### config.mk
export PLATFORM = sky130hd
export DESIGN_NAME = biquad8_stimulus_gen
export DESIGN_NICKNAME = d
export VERILOG_FILES = /design/src/rtl/biquad8_stim_pkg.sv /design/src/rtl/biquad8_stimulus_gen.sv
export SDC_FILE = /design/constraint.sdc
export NUM_CORES = 1
export LEC_CHECK = 0
export CORE_UTILIZATION = 35
export CTS_CLUSTER_DIAMETER = 60
export CTS_CLUSTER_SIZE = 28
export DETAILED_ROUTE_END_ITERATION = 6
export PLACE_DENSITY_LB_ADDON = 0.05
export SKIP_CTS_REPAIR_TIMING = 1
export SYNTH_ARGS = -nofsm -noshare
export SYNTH_HDL_FRONTEND = slang
export SYNTH_SLANG_ARGS = --single-unit
### constraint.sdc
create_clock -name aclk -period 6.1 [get_ports aclk]
set_input_delay 0.61 -clock aclk [delete_from_list [all_inputs] [get_ports aclk]]
set_output_delay 0.61 -clock aclk [all_outputs]
set_load 0.01 [all_outputs]
### src/rtl/biquad8_stim_pkg.sv
// Shared types and lane packing helpers for the biquad8 stimulus generator.
// A packed beat holds NSAMP lanes of 16 bits; each 12-bit sample sits in the
// upper bits of its lane and the low nibble is always zero.
package biquad8_stim_pkg;

    localparam int NSAMP  = 8;
    localparam int NBITS  = 12;
    localparam int LANE_W = 16;
    localparam int PAD_W  = LANE_W - NBITS;
    localparam int DATA_W = NSAMP * LANE_W;
    localparam int RAW_W  = NSAMP * NBITS;

    typedef enum logic [1:0] {
        MODE_PASS    = 2'd0,
        MODE_IMPULSE = 2'd1,
        MODE_STEP    = 2'd2,
        MODE_GATE    = 2'd3
    } mode_e;

    typedef enum logic [1:0] {
        ST_IDLE    = 2'd0,
        ST_DELAY   = 2'd1,
        ST_ACTIVE  = 2'd2,
        ST_HOLDOFF = 2'd3
    } state_e;

    // Place each 12-bit sample into the upper bits of its 16-bit lane.
    function automatic logic [DATA_W-1:0] pack_lanes(input logic [RAW_W-1:0] raw);
        logic [DATA_W-1:0] res;
        res = '0;
        for (int i = 0; i < NSAMP; i++) begin
            res[LANE_W*i+PAD_W +: NBITS] = raw[NBITS*i +: NBITS];
        end
        return res;
    endfunction

    // Extract the 12-bit samples from a packed beat, discarding the low nibbles.
    function automatic logic [RAW_W-1:0] unpack_lanes(input logic [DATA_W-1:0] beat);
        logic [RAW_W-1:0] res;
        res = '0;
        for (int i = 0; i < NSAMP; i++) begin
            res[NBITS*i +: NBITS] = beat[LANE_W*i+PAD_W +: NBITS];
        end
        return res;
    endfunction

endpackage

### src/rtl/biquad8_stimulus_gen.sv
// Triggered test-stimulus source in front of the biquad8 filter input.
// A rising capture_i edge in IDLE starts delay -> window -> holdoff; during the
// window an impulse, a step or gated ADC data is emitted, otherwise the ADC
// stream (PASS) or zeros are forwarded. All outputs are registered.
module biquad8_stimulus_gen #(
    parameter int NSAMP    = 8,
    parameter int NBITS    = 12,
    parameter int DLY_BITS = 8,
    parameter int LEN_BITS = 8
) (
    input  logic                  aclk,
    input  logic                  aresetn,
    input  logic                  capture_i,
    input  logic [1:0]            mode_i,
    input  logic [DLY_BITS-1:0]   delay_i,
    input  logic [LEN_BITS-1:0]   length_i,
    input  logic [NBITS-1:0]      amplitude_i,
    input  logic [2:0]            position_i,
    input  logic [NSAMP*16-1:0]   adc_tdata,
    input  logic                  adc_tvalid,
    output logic                  adc_tready,
    output logic [NSAMP*16-1:0]   out_tdata,
    output logic                  out_tvalid,
    input  logic                  out_tready,
    output logic                  armed_o,
    output logic                  busy_o,
    output logic                  done_o
);
    import biquad8_stim_pkg::*;

    localparam int BEAT_W    = NSAMP * 16;
    localparam int SAMP_BITS = NSAMP * NBITS;

    state_e                state_r, state_nxt_s;
    logic [DLY_BITS-1:0]   dly_cnt_r, dly_cnt_nxt_s;
    logic [LEN_BITS-1:0]   beat_r, beat_nxt_s;
    logic [LEN_BITS-1:0]   len_m1_r, len_m1_s;
    mode_e                 mode_r;
    logic [NBITS-1:0]      amp_r;
    logic [2:0]            pos_r;
    logic                  cap_hist_r;
    logic                  trigger_s;
    logic                  done_nxt_s;
    logic [SAMP_BITS-1:0]  adc_raw_s;
    logic [SAMP_BITS-1:0]  lanes_s;
    logic [BEAT_W-1:0]     data_nxt_s;
    logic                  unused_s;

    // The source never stalls and the filter side cannot back-pressure it.
    assign adc_tready = 1'b1;
    assign unused_s   = out_tready;

    assign trigger_s = (state_r == ST_IDLE) && capture_i && !cap_hist_r;

    // Window length of zero behaves as a single beat.
    always_comb begin
        len_m1_s = '0;
        if (length_i == '0) begin
            len_m1_s = '0;
        end else begin
            len_m1_s = length_i - LEN_BITS'(1);
        end
    end

    // Next-state logic for the delay/window/holdoff sequencer.
    always_comb begin
        state_nxt_s   = state_r;
        dly_cnt_nxt_s = dly_cnt_r;
        beat_nxt_s    = beat_r;
        done_nxt_s    = 1'b0;
        case (state_r)
            ST_IDLE: begin
                if (trigger_s) begin
                    beat_nxt_s = '0;
                    if (delay_i != '0) begin
                        state_nxt_s   = ST_DELAY;
                        dly_cnt_nxt_s = delay_i - DLY_BITS'(1);
                    end else begin
                        state_nxt_s = ST_ACTIVE;
                    end
                end else begin
                    state_nxt_s = ST_IDLE;
                end
            end
            ST_DELAY: begin
                if (dly_cnt_r == '0) begin
                    state_nxt_s = ST_ACTIVE;
                    beat_nxt_s  = '0;
                end else begin
                    dly_cnt_nxt_s = dly_cnt_r - DLY_BITS'(1);
                end
            end
            ST_ACTIVE: begin
                if (beat_r == len_m1_r) begin
                    state_nxt_s = ST_HOLDOFF;
                    done_nxt_s  = 1'b1;
                end else begin
                    beat_nxt_s = beat_r + LEN_BITS'(1);
                end
            end
            ST_HOLDOFF: begin
                if (!capture_i) begin
                    state_nxt_s = ST_IDLE;
                end else begin
                    state_nxt_s = ST_HOLDOFF;
                end
            end
            default: begin
                state_nxt_s = ST_IDLE;
            end
        endcase
    end

    // Sequencer state, counters, capture history and latched configuration.
    always_ff @(posedge aclk) begin
        if (!aresetn) begin
            state_r    <= ST_IDLE;
            dly_cnt_r  <= '0;
            beat_r     <= '0;
            len_m1_r   <= '0;
            mode_r     <= MODE_PASS;
            amp_r      <= '0;
            pos_r      <= 3'd0;
            cap_hist_r <= 1'b1;
        end else begin
            state_r    <= state_nxt_s;
            dly_cnt_r  <= dly_cnt_nxt_s;
            beat_r     <= beat_nxt_s;
            cap_hist_r <= capture_i;
            if (trigger_s) begin
                len_m1_r <= len_m1_s;
                mode_r   <= mode_e'(mode_i);
                amp_r    <= amplitude_i;
                pos_r    <= position_i;
            end
        end
    end

    // An invalid ADC beat is treated as all-zero samples.
    always_comb begin
        adc_raw_s = '0;
        if (adc_tvalid) begin
            adc_raw_s = unpack_lanes(adc_tdata);
        end else begin
            adc_raw_s = '0;
        end
    end

    // Lane pattern mux: window pattern from latched config, else live PASS/zero.
    always_comb begin
        lanes_s = '0;
        if (state_r == ST_ACTIVE) begin
            case (mode_r)
                MODE_IMPULSE: begin
                    for (int i = 0; i < NSAMP; i++) begin
                        if ((beat_r == '0) && (3'(i) == pos_r)) begin
                            lanes_s[NBITS*i +: NBITS] = amp_r;
                        end else begin
                            lanes_s[NBITS*i +: NBITS] = '0;
                        end
                    end
                end
                MODE_STEP: begin
                    for (int i = 0; i < NSAMP; i++) begin
                        if ((beat_r != '0) || (3'(i) >= pos_r)) begin
                            lanes_s[NBITS*i +: NBITS] = amp_r;
                        end else begin
                            lanes_s[NBITS*i +: NBITS] = '0;
                        end
                    end
                end
                default: begin
                    lanes_s = adc_raw_s;
                end
            endcase
        end else begin
            if (mode_i == MODE_PASS) begin
                lanes_s = adc_raw_s;
            end else begin
                lanes_s = '0;
            end
        end
        data_nxt_s = pack_lanes(lanes_s);
    end

    // Registered stream and status outputs, one beat behind the sequencer.
    always_ff @(posedge aclk) begin
        if (!aresetn) begin
            out_tdata  <= '0;
            out_tvalid <= 1'b0;
            armed_o    <= 1'b0;
            busy_o     <= 1'b0;
            done_o     <= 1'b0;
        end else begin
            out_tdata  <= data_nxt_s;
            out_tvalid <= 1'b1;
            armed_o    <= (state_r == ST_IDLE);
            busy_o     <= (state_r == ST_DELAY) || (state_r == ST_ACTIVE);
            done_o     <= done_nxt_s;
        end
    end

endmodule
# Word level (Yosys, flattened, before mapping)
# Index checks and enable logic that the tools add are counted.
dict set report op_classes {
  addsub 4
  div_mod_pow 0
  n_reduce_logical 34
  mux 37
  n_eq_ne 19
  shifts 0
  magnitude_cmp 8
  bitwise 0
  multipliers 0
}
# operator n
set op_table {}
lappend op_table {{96-bit 2-to-1 mux} 3}
lappend op_table {{12-bit 2-to-1 mux} 16}
lappend op_table {{96-bit case mux with 2 select lines} 1}
lappend op_table {{8-bit 2-to-1 mux} 7}
lappend op_table {{8-bit logical NOT} 3}
lappend op_table {{8-bit case mux with 3 select lines} 1}
lappend op_table {{8-bit by 1-bit subtractor with 8-bit output (second input constant)} 3}
lappend op_table {{8-bit case mux with 2 select lines} 1}
lappend op_table {{8-bit nonzero test} 2}
lappend op_table {{3-bit == test (first input constant)} 4}
lappend op_table {{3-bit greater-or-equal comparator (first input constant)} 4}
lappend op_table {{1-bit logical AND} 10}
lappend op_table {{2-bit 2-to-1 mux} 5}
lappend op_table {{2-bit != test (second input constant)} 5}
lappend op_table {{1-bit logical OR} 9}
lappend op_table {{8-bit by 1-bit adder with 8-bit output (second input constant)} 1}
lappend op_table {{8-bit == test} 1}
lappend op_table {{2-bit case mux with 4 select lines} 1}
lappend op_table {{4-bit AND reduction} 2}
lappend op_table {{2-bit == test (second input constant)} 3}
lappend op_table {{2-bit by 3-bit == test with 1-bit output (first input constant)} 2}
lappend op_table {{1-bit by 3-bit greater-or-equal comparator with 1-bit output (first input constant)} 2}
lappend op_table {{2-bit by 3-bit greater-or-equal comparator with 1-bit output (first input constant)} 2}
lappend op_table {{2-bit by 1-bit == test with 1-bit output (second input constant)} 2}
lappend op_table {{other kinds (9)} 12}
dict set report totals {
  latch_bits 0
  output_inout_bits 133
  input_bits 166
  wordCells 116
  romBits 0
  n_memories 0
  reg_bits 176
  ram_bits 0
}

# Logic depth before layout (Yosys ltp)
# Gate-level depths: netlist of the first run.
dict set report depth {
  word_depth 5
  mapped_depth 12
  ltp_nobuf 9
}

# Least setup slack after synthesis of the first run
# Ideal clock, no wire load.
dict set report synth_path {
  kind {register -> register}
  from {register state_r[1]}
  to {register dly_cnt_r[6]}
  n_path_buf 3
  required_ns 5.981
  stages_incl_launch_ff 13
  setup_time_ns 0.119
  period_less_slack_ns 2.718
  path_slack_ns 3.382
  t_arrival_ns 2.599
  path_cell_list {dfxtp_1 inv_1 ha_1 clkbuf_1 clkbuf_1 clkbuf_1 mux2i_1 ha_1 nand2_1 o41ai_1 o22a_1 nor2_1 o221a_2}
}
dict set report synth_via {
  elab_chain_len 5
  word_cells_on_any_way 10
  classes_between {4 x eq/ne; 1 x mux; 5 x reduce/logical}
}
# element line_no
set synth_lines {}
lappend synth_lines {{from (decl)} biquad8_stimulus_gen.sv:34} ;# state_e state_r, state_nxt_s;
lappend synth_lines {{from (signal assigned)} biquad8_stimulus_gen.sv:126} ;# state_r <= state_nxt_s;
lappend synth_lines {{2-bit logical NOT} {biquad8_stimulus_gen.sv:53, biquad8_stimulus_gen.sv:71}}
lappend synth_lines {{1-bit logical AND (2 in series)} biquad8_stimulus_gen.sv:53} ;# assign trigger_s = (state_r == ST_IDLE) && capture_i && !cap_hist_r;
lappend synth_lines {{2-bit != test (no source line)} -}
lappend synth_lines {{4-bit AND reduction (no source line)} -}
lappend synth_lines {{to (signal assigned)} biquad8_stimulus_gen.sv:127} ;# dly_cnt_r <= dly_cnt_nxt_s;
lappend synth_lines {{to (decl)} biquad8_stimulus_gen.sv:35} ;# logic [DLY_BITS-1:0] dly_cnt_r, dly_cnt_nxt_s;
# Parallel ways exist; a longest one is shown, timed or not.
# A chain may end at the register's enable or synchronous reset.

# Worst setup path after layout of the first run
dict set report layout_path {
  from {register beat_r[0]}
  to {register out_tdata[4]}
}
dict set report layout_via {
  elab_chain_len 5
  word_cells_on_any_way 8
  classes_between {4 x mux; 4 x reduce/logical}
}
# element line_no
set layout_lines {}
lappend layout_lines {{from (decl)} biquad8_stimulus_gen.sv:36} ;# logic [LEN_BITS-1:0] beat_r, beat_nxt_s;
lappend layout_lines {{from (signal assigned)} biquad8_stimulus_gen.sv:128} ;# beat_r <= beat_nxt_s;
lappend layout_lines {{8-bit nonzero test or 8-bit logical NOT (tied branches)} {biquad8_stimulus_gen.sv:165, biquad8_stimulus_gen.sv:156}}
lappend layout_lines {{1-bit logical OR or 1-bit logical AND (tied branches)} {biquad8_stimulus_gen.sv:165, biquad8_stimulus_gen.sv:156}}
lappend layout_lines {{12-bit 2-to-1 mux (on tied branches)} {biquad8_stimulus_gen.sv:165, biquad8_stimulus_gen.sv:156}}
lappend layout_lines {{96-bit case mux with 2 select lines (*)} biquad8_stimulus_gen.sv:153} ;# case (mode_r)
lappend layout_lines {{96-bit 2-to-1 mux (*)} biquad8_stimulus_gen.sv:152} ;# if (state_r == ST_ACTIVE) begin
lappend layout_lines {{to (signal assigned)} biquad8_stimulus_gen.sv:195} ;# out_tdata <= data_nxt_s;
lappend layout_lines {{to (decl)} biquad8_stimulus_gen.sv:22} ;# output logic [NSAMP*16-1:0] out_tdata,
# Mark *: on every way between the ends. The rest lies on a longest branch, timed or not.

==> results of run 1 <==
[critical path: stages, from the launching register on]
cell and delay [ns]:
sky130_fd_sc_hd__dfxtp_1 0.37, sky130_fd_sc_hd__inv_1 0.08, sky130_fd_sc_hd__ha_1 0.13, sky130_fd_sc_hd__or4b_4 0.46
sky130_fd_sc_hd__nor4_4 0.43, sky130_fd_sc_hd__a21oi_1 0.20, sky130_fd_sc_hd__a21oi_1 1.00, sky130_fd_sc_hd__a22oi_1 0.19
sky130_fd_sc_hd__nor2_1 0.16
[state kept, by name, summed over array words and instances, names as in the netlist]
register / cells
state_r: 2
busy_o: 1
out_tvalid: 1
dly_cnt_r: 8
mode_r: 2
len_m1_r: 8
out_tdata: 96
beat_r: 8
cap_hist_r: 1
done_o: 1
pos_r: 3
amp_r: 12
armed_o: 1
[metal layers]
| layer | global-route usage | share of wire | vias to the layer above |
|---|---|---|---|
| met5 | 0 | 0 | - |
| met4 | 0.0788 | 0.021 | 0 |
| met3 | 0.0486 | 0.061 | 25 |
| met2 | 0.372 | 0.50 | 203 |
| met1 | 0.260 | 0.42 | 2761 |
| li1 | - | - | 2823 |
[final timing paths]
check                          from                      end  slack, ns  cells after the start
min reg2reg  amp_r[11]$_SDFFE_PN0N_   amp_r[11]$_SDFFE_PN0N_       0.45                      2
max reg2reg  beat_r[0]$_SDFFE_PN0P_  out_tdata[4]$_SDFF_PN0_       2.99                      8
max          beat_r[0]$_SDFFE_PN0P_  out_tdata[4]$_SDFF_PN0_       2.99                      8
min          amp_r[11]$_SDFFE_PN0N_   amp_r[11]$_SDFFE_PN0N_       0.45                      2
[placed cells by master, fill, tap and decap left out, types with 5 or more instances in the layout]
cell type,n
sky130_fd_sc_hd__a21boi_0,16
sky130_fd_sc_hd__a21oi_1,25
sky130_fd_sc_hd__a22oi_1,104
sky130_fd_sc_hd__and2_1,12
sky130_fd_sc_hd__and2_2,5
sky130_fd_sc_hd__clkbuf_16,17
sky130_fd_sc_hd__clkdlybuf4s50_1,231
sky130_fd_sc_hd__conb_1,33
sky130_fd_sc_hd__dfxtp_1,144
sky130_fd_sc_hd__ha_1,12
sky130_fd_sc_hd__inv_1,16
sky130_fd_sc_hd__mux2i_1,6
sky130_fd_sc_hd__nand2_1,50
sky130_fd_sc_hd__nand3_1,6
sky130_fd_sc_hd__nor2_1,92
sky130_fd_sc_hd__nor2b_1,34
sky130_fd_sc_hd__nor3_1,10
sky130_fd_sc_hd__o21ai_0,10
sky130_fd_sc_hd__or3_1,7
sky130_fd_sc_hd__xnor2_1,11
[logic make-up after synthesis]
kind of cell,count (synthesis)
adders and majority gates,12
and+or+nand+nor,238
muxes,6
other,2
xor gates and xnor gates,15
AOI/OAI and AO/OA,190
buffers and inverters,110
DFF,144
[per-stage QoR]
step / setup slack, ns / hold slack [ns]
after global placement: 2.87 / 0.436
after floorplan: 3.38 / 0.432
final: 2.99 / 0.448
after global routing: 2.69 / 0.467
after CTS: 2.92 / 0.450
after detailed placement: 2.87 / 0.442
[power by group through the flow]
stage          clock (mW)  sequential, mW  combinational (mW)
2_1_floorplan           0            1.02               0.182
3_3_place_gp            0            1.01               0.328
3_5_place_dp            0            1.01               0.333
4_1_cts              1.04           0.991               0.335
5_1_grt              1.09           0.995               0.364
6_report             1.02           0.991               0.334
[final cells by class]
type / instances / share of cell area
multi-input combinational: 494 / 0.328
sequential: 144 / 0.315
timing repair buffer: 235 / 0.256
clock buffer: 18 / 0.0480
tap: 229 / 0.0313
clock inverter: 13 / 0.0153
inverter: 17 / 0.00697
[synthesized netlist by cell type (6+ instances only)]
master | instances | share of area
sky130_fd_sc_hd__or3_1 | 7 | 0.0068
sky130_fd_sc_hd__inv_1 | 17 | 0.010
sky130_fd_sc_hd__nor2_1 | 92 | 0.054
sky130_fd_sc_hd__clkbuf_4 | 11 | 0.013
sky130_fd_sc_hd__a21boi_0 | 16 | 0.019
sky130_fd_sc_hd__buf_4 | 35 | 0.041
sky130_fd_sc_hd__ha_1 | 12 | 0.023
sky130_fd_sc_hd__mux2i_1 | 6 | 0.0094
sky130_fd_sc_hd__dfxtp_1 | 144 | 0.45
sky130_fd_sc_hd__nand2_1 | 50 | 0.029
sky130_fd_sc_hd__o21ai_0 | 10 | 0.0078
sky130_fd_sc_hd__nand3_1 | 6 | 0.0047
sky130_fd_sc_hd__a22oi_1 | 104 | 0.12
sky130_fd_sc_hd__nor2b_1 | 35 | 0.034
sky130_fd_sc_hd__nor3_1 | 10 | 0.0078
sky130_fd_sc_hd__clkbuf_1 | 32 | 0.019
sky130_fd_sc_hd__buf_2 | 8 | 0.0063
sky130_fd_sc_hd__a21oi_1 | 25 | 0.020
sky130_fd_sc_hd__and2_1 | 12 | 0.012
sky130_fd_sc_hd__xnor2_1 | 11 | 0.015
==> results.yml, run 1 <==
layout:
  finish.cell_count_without_fillers: 1150
  area_growth_pct: 43.0
  final_nets: 1087
  ff_latch_area_um2: 2880
  fin_util: 0.510
  antenna_cells: 0
  layout.filler_cells: 1709
  layout-drive-gt1-share: 0.0543
  multi_input_comb_area_um2: 3000
  stdcell_area_um2: 9150
worst_setup_path:
  path_class: "reg2reg"
  critical_path.endpoint_type: "flop"
  cp.arrival_ns: 3.45
  worst_path_required_ns: 6.44
  startpoint_class: "flop"
  critPathMaxFanout: 12
grt:
  antenna_found_initial: 0
  groute.usage.overall: 0.215
  congestion_overflow_gr: 0
  grt_pass1_vias: 5227
  grt_start_max_net_pins: 71
  grt_first_pass_wirelength_um: 30100
placed_design:
  detailed_place.area_um2: 8570
  dpl.hpwl_um: 14600
  place.detailed.instances: 1119
  gp_routability_congestion: 0.812
  io_buffer_count: 232
clocking:
  clock_path_buffers: 2
  worstSkewPairLatency_ns: 0.42
  tritoncts: "done"
  cts_max_level: 4
  number_of_clock_sinks: 144
  numCtsBuffers: 17
  root_buffer: "sky130_fd_sc_hd__clkbuf_16"
  clkTransAtPathRegs_ns: 0.06
routing:
  final_routed_wirelength_um: 20800
  vias_per_cell: 5.05
  routed-via-count: 5812
  detail-route-antenna-nets: 0
  iteration_0_drc_markers: 341
  post_drt_wl_per_cell_um: 18.1
  route.detailed.drc: 0
  drtPass1Iterations: 5
timing:
  max_transition_margin: 0.145
  report.final.hold_viol_count: 0
  final.period_utilization: 0.509
  worst_pin_slew_ns: 1.28
  finalClockSkew_ns: 0.0120
  tns_ns: 0
  fmax_ghz: 0.322
  setup-violations-final: 0
  finalCriticalPeriod_ns: 3.11
  maxSlewViolCount: 0
  rsz0062_at_grt: "no"
floorplanning:
  initial_cell_density_of_the_core: 0.356
  core_um2: 18000
  fp.dieH_um: 137
  fp.dieArea_um2: 18800
  die_w_um: 137
  floorplan_row_count: 49
  top_level_ports: 299
min_path:
  hold_path_class: "reg2reg"
power:
  power_frac_clock: 0.435
  power.ir.vdd_worst_uv: 213
  post-layout-total-power_mw: 2.35
  cellInternalPower_mw: 1.76
  comb_power_share: 0.142
  cellLeakagePower_nw: 3.25
  switching_power_mw: 0.588
  power.density_cell_area_nw_per_um2: 256
  sequentialPowerShare: 0.423
  switching_share: 0.251
run:
  maxCapViolations: 0
yosys:
  synth-warning-count: 0
  post_synth_xor_area_fraction: 0.0205
  synth.area.mux_share: 0.00938
  postSynthCellCount: 717
  seq_area_frac_synth: 0.450
  synth_async_reset_ratio: 0
  synth_edf_count: 0
  synth_compound_gate_area_share: 0.214
  postSynth.topFlopCell: "sky130_fd_sc_hd__dfxtp_1"
  mean_syn_cell_area_um2: 8.93
  synth-adder-area-share: 0.0235
  syn_area_um2: 6400
  largest_family_of_logic_cells_by_synthesized_area: "compound AO/OA/AOI/OAI gates"
  yosysUniqueCellTypes: 60
  synth-simple-area-share: 0.181
  ys_ff_latch: 144
outcome:
  outcome: "finished clean"
Power figures use the tool's default switching activity.
==> run 2: changes to the inputs <==
==> constraint.sdc (replaced) <==
create_clock -name aclk -period 2.7 [get_ports aclk]
set_input_delay 0.27 -clock aclk [delete_from_list [all_inputs] [get_ports aclk]]
set_output_delay 0.27 -clock aclk [all_outputs]
set_load 0.01 [all_outputs]
==> results.yml, run 2 (same netlist as run 1, synthesis figures left out) <==
clocking:
  clkTransAtPathRegs_ns: 0.06
  clock_path_buffers: 2
  worstSkewPairLatency_ns: 0.42
  tritoncts: "done"
  root_buffer: "sky130_fd_sc_hd__clkbuf_16"
  numCtsBuffers: 17
  cts_max_level: 4
  number_of_clock_sinks: 144
min_path:
  worstHoldStart: "aresetn"
  hold_path_class: "in2reg"
  timing.hold.worst_path_depth: 3
  hold_path_end: "out_tdata[28]$_SDFF_PN0_"
floorplanning:
  fp.dieH_um: 137
  initial_cell_density_of_the_core: 0.356
  top_level_ports: 299
  floorplan_row_count: 49
  die_w_um: 137
  core_um2: 18000
  fp.dieArea_um2: 18800
placed_design:
  gp_routability_congestion: 0.841
  dpl.hpwl_um: 15000
  place_ws_ns: -0.0314
  detailed_place.area_um2: 8750
  place.detailed.instances: 1139
  io_buffer_count: 232
grt:
  grt_first_pass_wirelength_um: 30500
  grt_pass1_vias: 5512
  antenna_found_initial: 0
  groute.usage.overall: 0.218
  grt_start_max_net_pins: 97
  congestion_overflow_gr: 0
routing:
  drtPass1Iterations: 5
  post_drt_wl_per_cell_um: 18.1
  iteration_0_drc_markers: 400
  route.detailed.drc: 0
  detail-route-antenna-nets: 0
  routed-via-count: 5923
  final_routed_wirelength_um: 21200
  vias_per_cell: 5.06
layout:
  layout_commonest_cell: "sky130_fd_sc_hd__clkdlybuf4s50_1"
  final_cell_mix: "sky130_fd_sc_hd__clkdlybuf4s50_1 (231), sky130_fd_sc_hd__dfxtp_1 (144), sky130_fd_sc_hd__a22oi_1 (104)"
  stdcell_area_um2: 9350
  largest-register: "out_tdata"
  antenna_cells: 0
  finish.cell_count_without_fillers: 1171
  largest_register_ffs: 96
  final_nets: 1107
  layout-drive-gt1-share: 0.0796
  reg.largest.list: "out_tdata x96, amp_r x12"
  area_growth_pct: 46.1
outcome:
  outcome: "finished clean"
worst_setup_path:
  r2r_slack_ns: 0.27
  critPathMaxFanout: 12
  critical_path.endpoint_type: "flop"
  worstRegToRegCells: 9
  rr_startpoint: "beat_r[1]$_SDFFE_PN0P_"
  crit-reg2reg-capture: "out_tdata[101]$_SDFF_PN0_"
  startpoint_class: "flop"
  worst_path_required_ns: 3.01
  cp.arrival_ns: 2.74
  path_class: "reg2reg"
timing:
  fmax_ghz: 0.411
  worst_pin_slew_ns: 0.768
  hold_slack_ns: 0.339
  finalClockSkew_ns: 0.00824
  rsz0062_at_grt: "no"
  finalCriticalPeriod_ns: 2.43
  final.period_utilization: 0.902
  worst_slack_ns: 0.266
  report.final.hold_viol_count: 0
  maxSlewViolCount: 0
  setup-violations-final: 0
  max_transition_margin: 0.488
power:
  power.density_cell_area_nw_per_um2: 572
  power.ir.vdd_worst_uv: 460
  cellLeakagePower_nw: 3.36
run:
  maxCapViolations: 0
==> run 2: worst max-delay path by stage <==
stage                            startpoint                        end  slack [ns]  depth (start not counted)
floorplan           state_r[1]$_SDFFE_PN0P_  dly_cnt_r[6]$_SDFFE_PN0P_        0.08                         12
global placement                  capture_i  dly_cnt_r[4]$_SDFFE_PN0P_       -0.02                          7
detailed placement                capture_i  dly_cnt_r[4]$_SDFFE_PN0P_       -0.03                          7
CTS                  beat_r[1]$_SDFFE_PN0P_  out_tdata[100]$_SDFF_PN0_        0.02                          8
global route         beat_r[1]$_SDFFE_PN0P_  out_tdata[107]$_SDFF_PN0_        0.10                          9
finish               beat_r[1]$_SDFFE_PN0P_  out_tdata[101]$_SDFF_PN0_        0.27                          9
==> run 2: routing by layer <==
| metal | track usage | vias to the layer above | wire [µm] |
|---|---|---|---|
| met2 | 0.387 | 224 | 10700 |
| met3 | 0.0497 | 35 | 1510 |
| met5 | 0 | - | 0 |
| met4 | 0.0940 | 0 | 558 |
| met1 | 0.248 | 2800 | 8370 |
| li1 | - | 2864 | - |
==> run 2: worst max-delay path, cell delays in order, from the launching register on <==
cell and delay [ns]:
sky130_fd_sc_hd__dfxtp_1 0.36, sky130_fd_sc_hd__inv_1 0.08, sky130_fd_sc_hd__ha_1 0.12, sky130_fd_sc_hd__or4b_4 0.46, sky130_fd_sc_hd__nor4_4 0.25, sky130_fd_sc_hd__buf_4 0.22, sky130_fd_sc_hd__and2_2 0.22, sky130_fd_sc_hd__a31oi_2 0.28
sky130_fd_sc_hd__a22oi_1 0.26, sky130_fd_sc_hd__nor2b_1 0.07
==> run 2: where the power goes <==
| group | internal (mW) | switching (mW) | total, mW |
|---|---|---|---|
| logic | 0.417 | 0.369 | 0.786 |
| clock network | 1.38 | 0.936 | 2.32 |
| registers | 2.20 | 0.0427 | 2.24 |
| total | 4.00 | 1.35 | 5.35 |
==> run 2: final cells by class <==
class	count	area (µm²)
Clock buffer	19	443
Clock inverter	13	138
Fill cell	1687	8610
Inverter	17	63.8
Multi-Input combinational cell	494	3020
Sequential cell	144	2880
Tap cell	229	287
Timing Repair Buffer	255	2510
==> run 2: stage by stage <==
step	util	power [mW]	TNS, ns
2_1_floorplan	-	2.71	0
3_3_place_gp	0.487	3.05	-0.0212
3_5_place_dp	0.487	3.07	-0.0584
4_1_cts	0.519	5.40	0
5_1_grt	0.520	5.57	0
6_report	0.520	5.35	0
==> run 3: changes to the inputs <==
--- a/config.mk
+++ b/config.mk
@@ -5,6 +5,7 @@
 export SDC_FILE = /design/constraint.sdc
 export NUM_CORES = 1
 export LEC_CHECK = 0
+export CORE_ASPECT_RATIO = 2
 export CORE_UTILIZATION = 35
 export CTS_CLUSTER_DIAMETER = 60
 export CTS_CLUSTER_SIZE = 28
==> results.yml, run 3 (same netlist as run 1, synthesis figures left out) <==
layout:
  layout-drive-gt1-share: 0.0842
  layout_commonest_cell: "sky130_fd_sc_hd__clkdlybuf4s50_1"
  final_cell_mix: "sky130_fd_sc_hd__clkdlybuf4s50_1 (231), sky130_fd_sc_hd__dfxtp_1 (144), sky130_fd_sc_hd__a22oi_1 (104)"
  layout.filler_cells: 1708
  reg.largest.list: "out_tdata x96, amp_r x12"
  largest_register_ffs: 96
  final_nets: 1116
  area_growth_pct: 48.0
  largest-register: "out_tdata"
timing:
  finalCriticalPeriod_ns: 2.43
  worst_pin_slew_ns: 0.985
  final.period_utilization: 0.898
  worst_slack_ns: 0.275
  rsz0062_at_grt: "no"
  report.final.hold_viol_count: 0
  tns_ns: 0
  fmax_ghz: 0.412
  max_transition_margin: 0.339
  maxSlewViolCount: 0
  finalClockSkew_ns: 0.0108
  hold_slack_ns: 0.376
  setup-violations-final: 0
floorplanning:
  initial_cell_density_of_the_core: 0.358
  fp.dieH_um: 193
  die_w_um: 97.6
  top_level_ports: 299
  floorplan_row_count: 69
  fp.dieArea_um2: 18900
  core_um2: 17900
outcome:
  failing_checks: "design-rule violations"
  outcome: "finished, violations left"
clocking:
  number_of_clock_sinks: 144
  root_buffer: "sky130_fd_sc_hd__clkbuf_16"
  clkTransAtPathRegs_ns: 0.06
  cts_max_level: 4
  numCtsBuffers: 17
  clock_path_buffers: 2
  worstSkewPairLatency_ns: 0.42
  tritoncts: "done"
run:
  maxCapViolations: 0
min_path:
  hold_path_class: "in2reg"
  hold_path_end: "out_tdata[62]$_SDFF_PN0_"
  worstHoldStart: "aresetn"
  timing.hold.worst_path_depth: 3
power:
  power_frac_clock: 0.471
  cellInternalPower_mw: 4.42
  cellLeakagePower_nw: 3.45
  comb_power_share: 0.140
  power.ir.vdd_worst_uv: 419
  sequentialPowerShare: 0.390
  switching_power_mw: 1.33
  post-layout-total-power_mw: 5.75
  switching_share: 0.231
  power.density_cell_area_nw_per_um2: 607
worst_setup_path:
  critical_path.endpoint_type: "flop"
  crit_path_cell_trace: "inv_1 -> ha_1 -> or4b_4 -> nor4_4 -> buf_4 -> and2_2 -> a41o_1 -> a22oi_1 -> nor2b_1"
  crit-reg2reg-capture: "out_tdata[126]$_SDFF_PN0_"
  critical-path-top-delay-family: "simple AND/OR/NAND/NOR gates"
  critPathBufInv: 2
  cp_max_delay_cell: "sky130_fd_sc_hd__a41o_1"
  startpoint_class: "flop"
  r2r_slack_ns: 0.27
  critPathMaxFanout: 12
  cp.arrival_ns: 2.78
  path_class: "reg2reg"
  timing.critical_path.slowest_cell_delay_ns: 0.47
  worstRegToRegCells: 9
  worst_path_required_ns: 3.06
  rr_startpoint: "beat_r[0]$_SDFFE_PN0P_"
placed_design:
  gp_routability_congestion: 0.800
  io_buffer_count: 232
  dpl.hpwl_um: 16100
  place_ws_ns: 0.0827
routing:
  iteration_0_drc_markers: 331
  detail-route-antenna-nets: 0
  final_routed_wirelength_um: 21700
  routed-via-count: 5940
  drtPass1Iterations: 7
  vias_per_cell: 5.09
  route.detailed.drc: 52
  post_drt_wl_per_cell_um: 18.6
grt:
  grt_start_max_net_pins: 97
  grt_pass1_vias: 5860
  grt_first_pass_wirelength_um: 33400
  antenna_found_initial: 3
  groute.usage.overall: 0.233
  congestion_overflow_gr: 0
## run 3: changes by cell type in the layout (fill, tap and decap cells not counted), sizes merged, moves of 3 or more
cell    delta
clkinv     -3
diode      +3
bufinv     +4
buf        +9
## run 3: final cells by class
cell class                      instances  area [µm²]  share of cell area
Antenna cell                            3        7.51            0.000792
Clock buffer                           21         470              0.0497
Clock inverter                         10         206              0.0218
Inverter                               17        63.8             0.00673
Multi-Input combinational cell        494        3010               0.317
Sequential cell                       144        2880               0.304
Tap cell                              213         267              0.0281
Timing Repair Buffer                  264        2570               0.271
## run 3: stage by stage
| step | std cells | utilization | area (µm²) |
|---|---|---|---|
| floorplan | 748 | - | 6520 |
| global placement | 1132 | 0.491 | 8780 |
| detailed placement | 1132 | 0.491 | 8780 |
| CTS | 1163 | 0.529 | 9460 |
| global route | 1166 | 0.530 | 9480 |
| finish | 1166 | 0.530 | 9480 |
## run 3: worst max-delay path by stage
| stage | endpoint | startpoint | cells past startpoint |
|---|---|---|---|
| floorplan | dly_cnt_r[6]$_SDFFE_PN0P_ | state_r[1]$_SDFFE_PN0P_ | 12 |
| global placement | out_tdata[94]$_SDFF_PN0_ | beat_r[0]$_SDFFE_PN0P_ | 8 |
| finish | out_tdata[126]$_SDFF_PN0_ | beat_r[0]$_SDFFE_PN0P_ | 9 |
| global route | out_tdata[126]$_SDFF_PN0_ | beat_r[0]$_SDFFE_PN0P_ | 9 |
| detailed placement | dly_cnt_r[2]$_SDFFE_PN0P_ | capture_i | 7 |
| CTS | out_tdata[94]$_SDFF_PN0_ | beat_r[0]$_SDFFE_PN0P_ | 8 |
## run 3: per-layer routing
| metal | wire length, µm | track usage |
|---|---|---|
| met2 | 12400 | 0.459 |
| met4 | 496 | 0.0954 |
| met1 | 7660 | 0.232 |
| met5 | 0 | 0 |
| met3 | 1170 | 0.0434 |
## run 3: power groups by stage
| stage | combinational, mW | sequential (mW) | clock, mW |
|---|---|---|---|
| 2_1_floorplan | 0.412 | 2.30 | 0 |
| 3_3_place_gp | 0.788 | 2.29 | 0 |
| 3_5_place_dp | 0.800 | 2.29 | 0 |
| 4_1_cts | 0.804 | 2.24 | 2.75 |
| 5_1_grt | 0.874 | 2.25 | 2.84 |
| 6_report | 0.802 | 2.24 | 2.71 |
## run 3: worst min-delay path, stage by stage
cell and delay [ns]:
sky130_fd_sc_hd__buf_2 0.09, sky130_fd_sc_hd__inv_2 0.22, sky130_fd_sc_hd__nor2_1 0.16
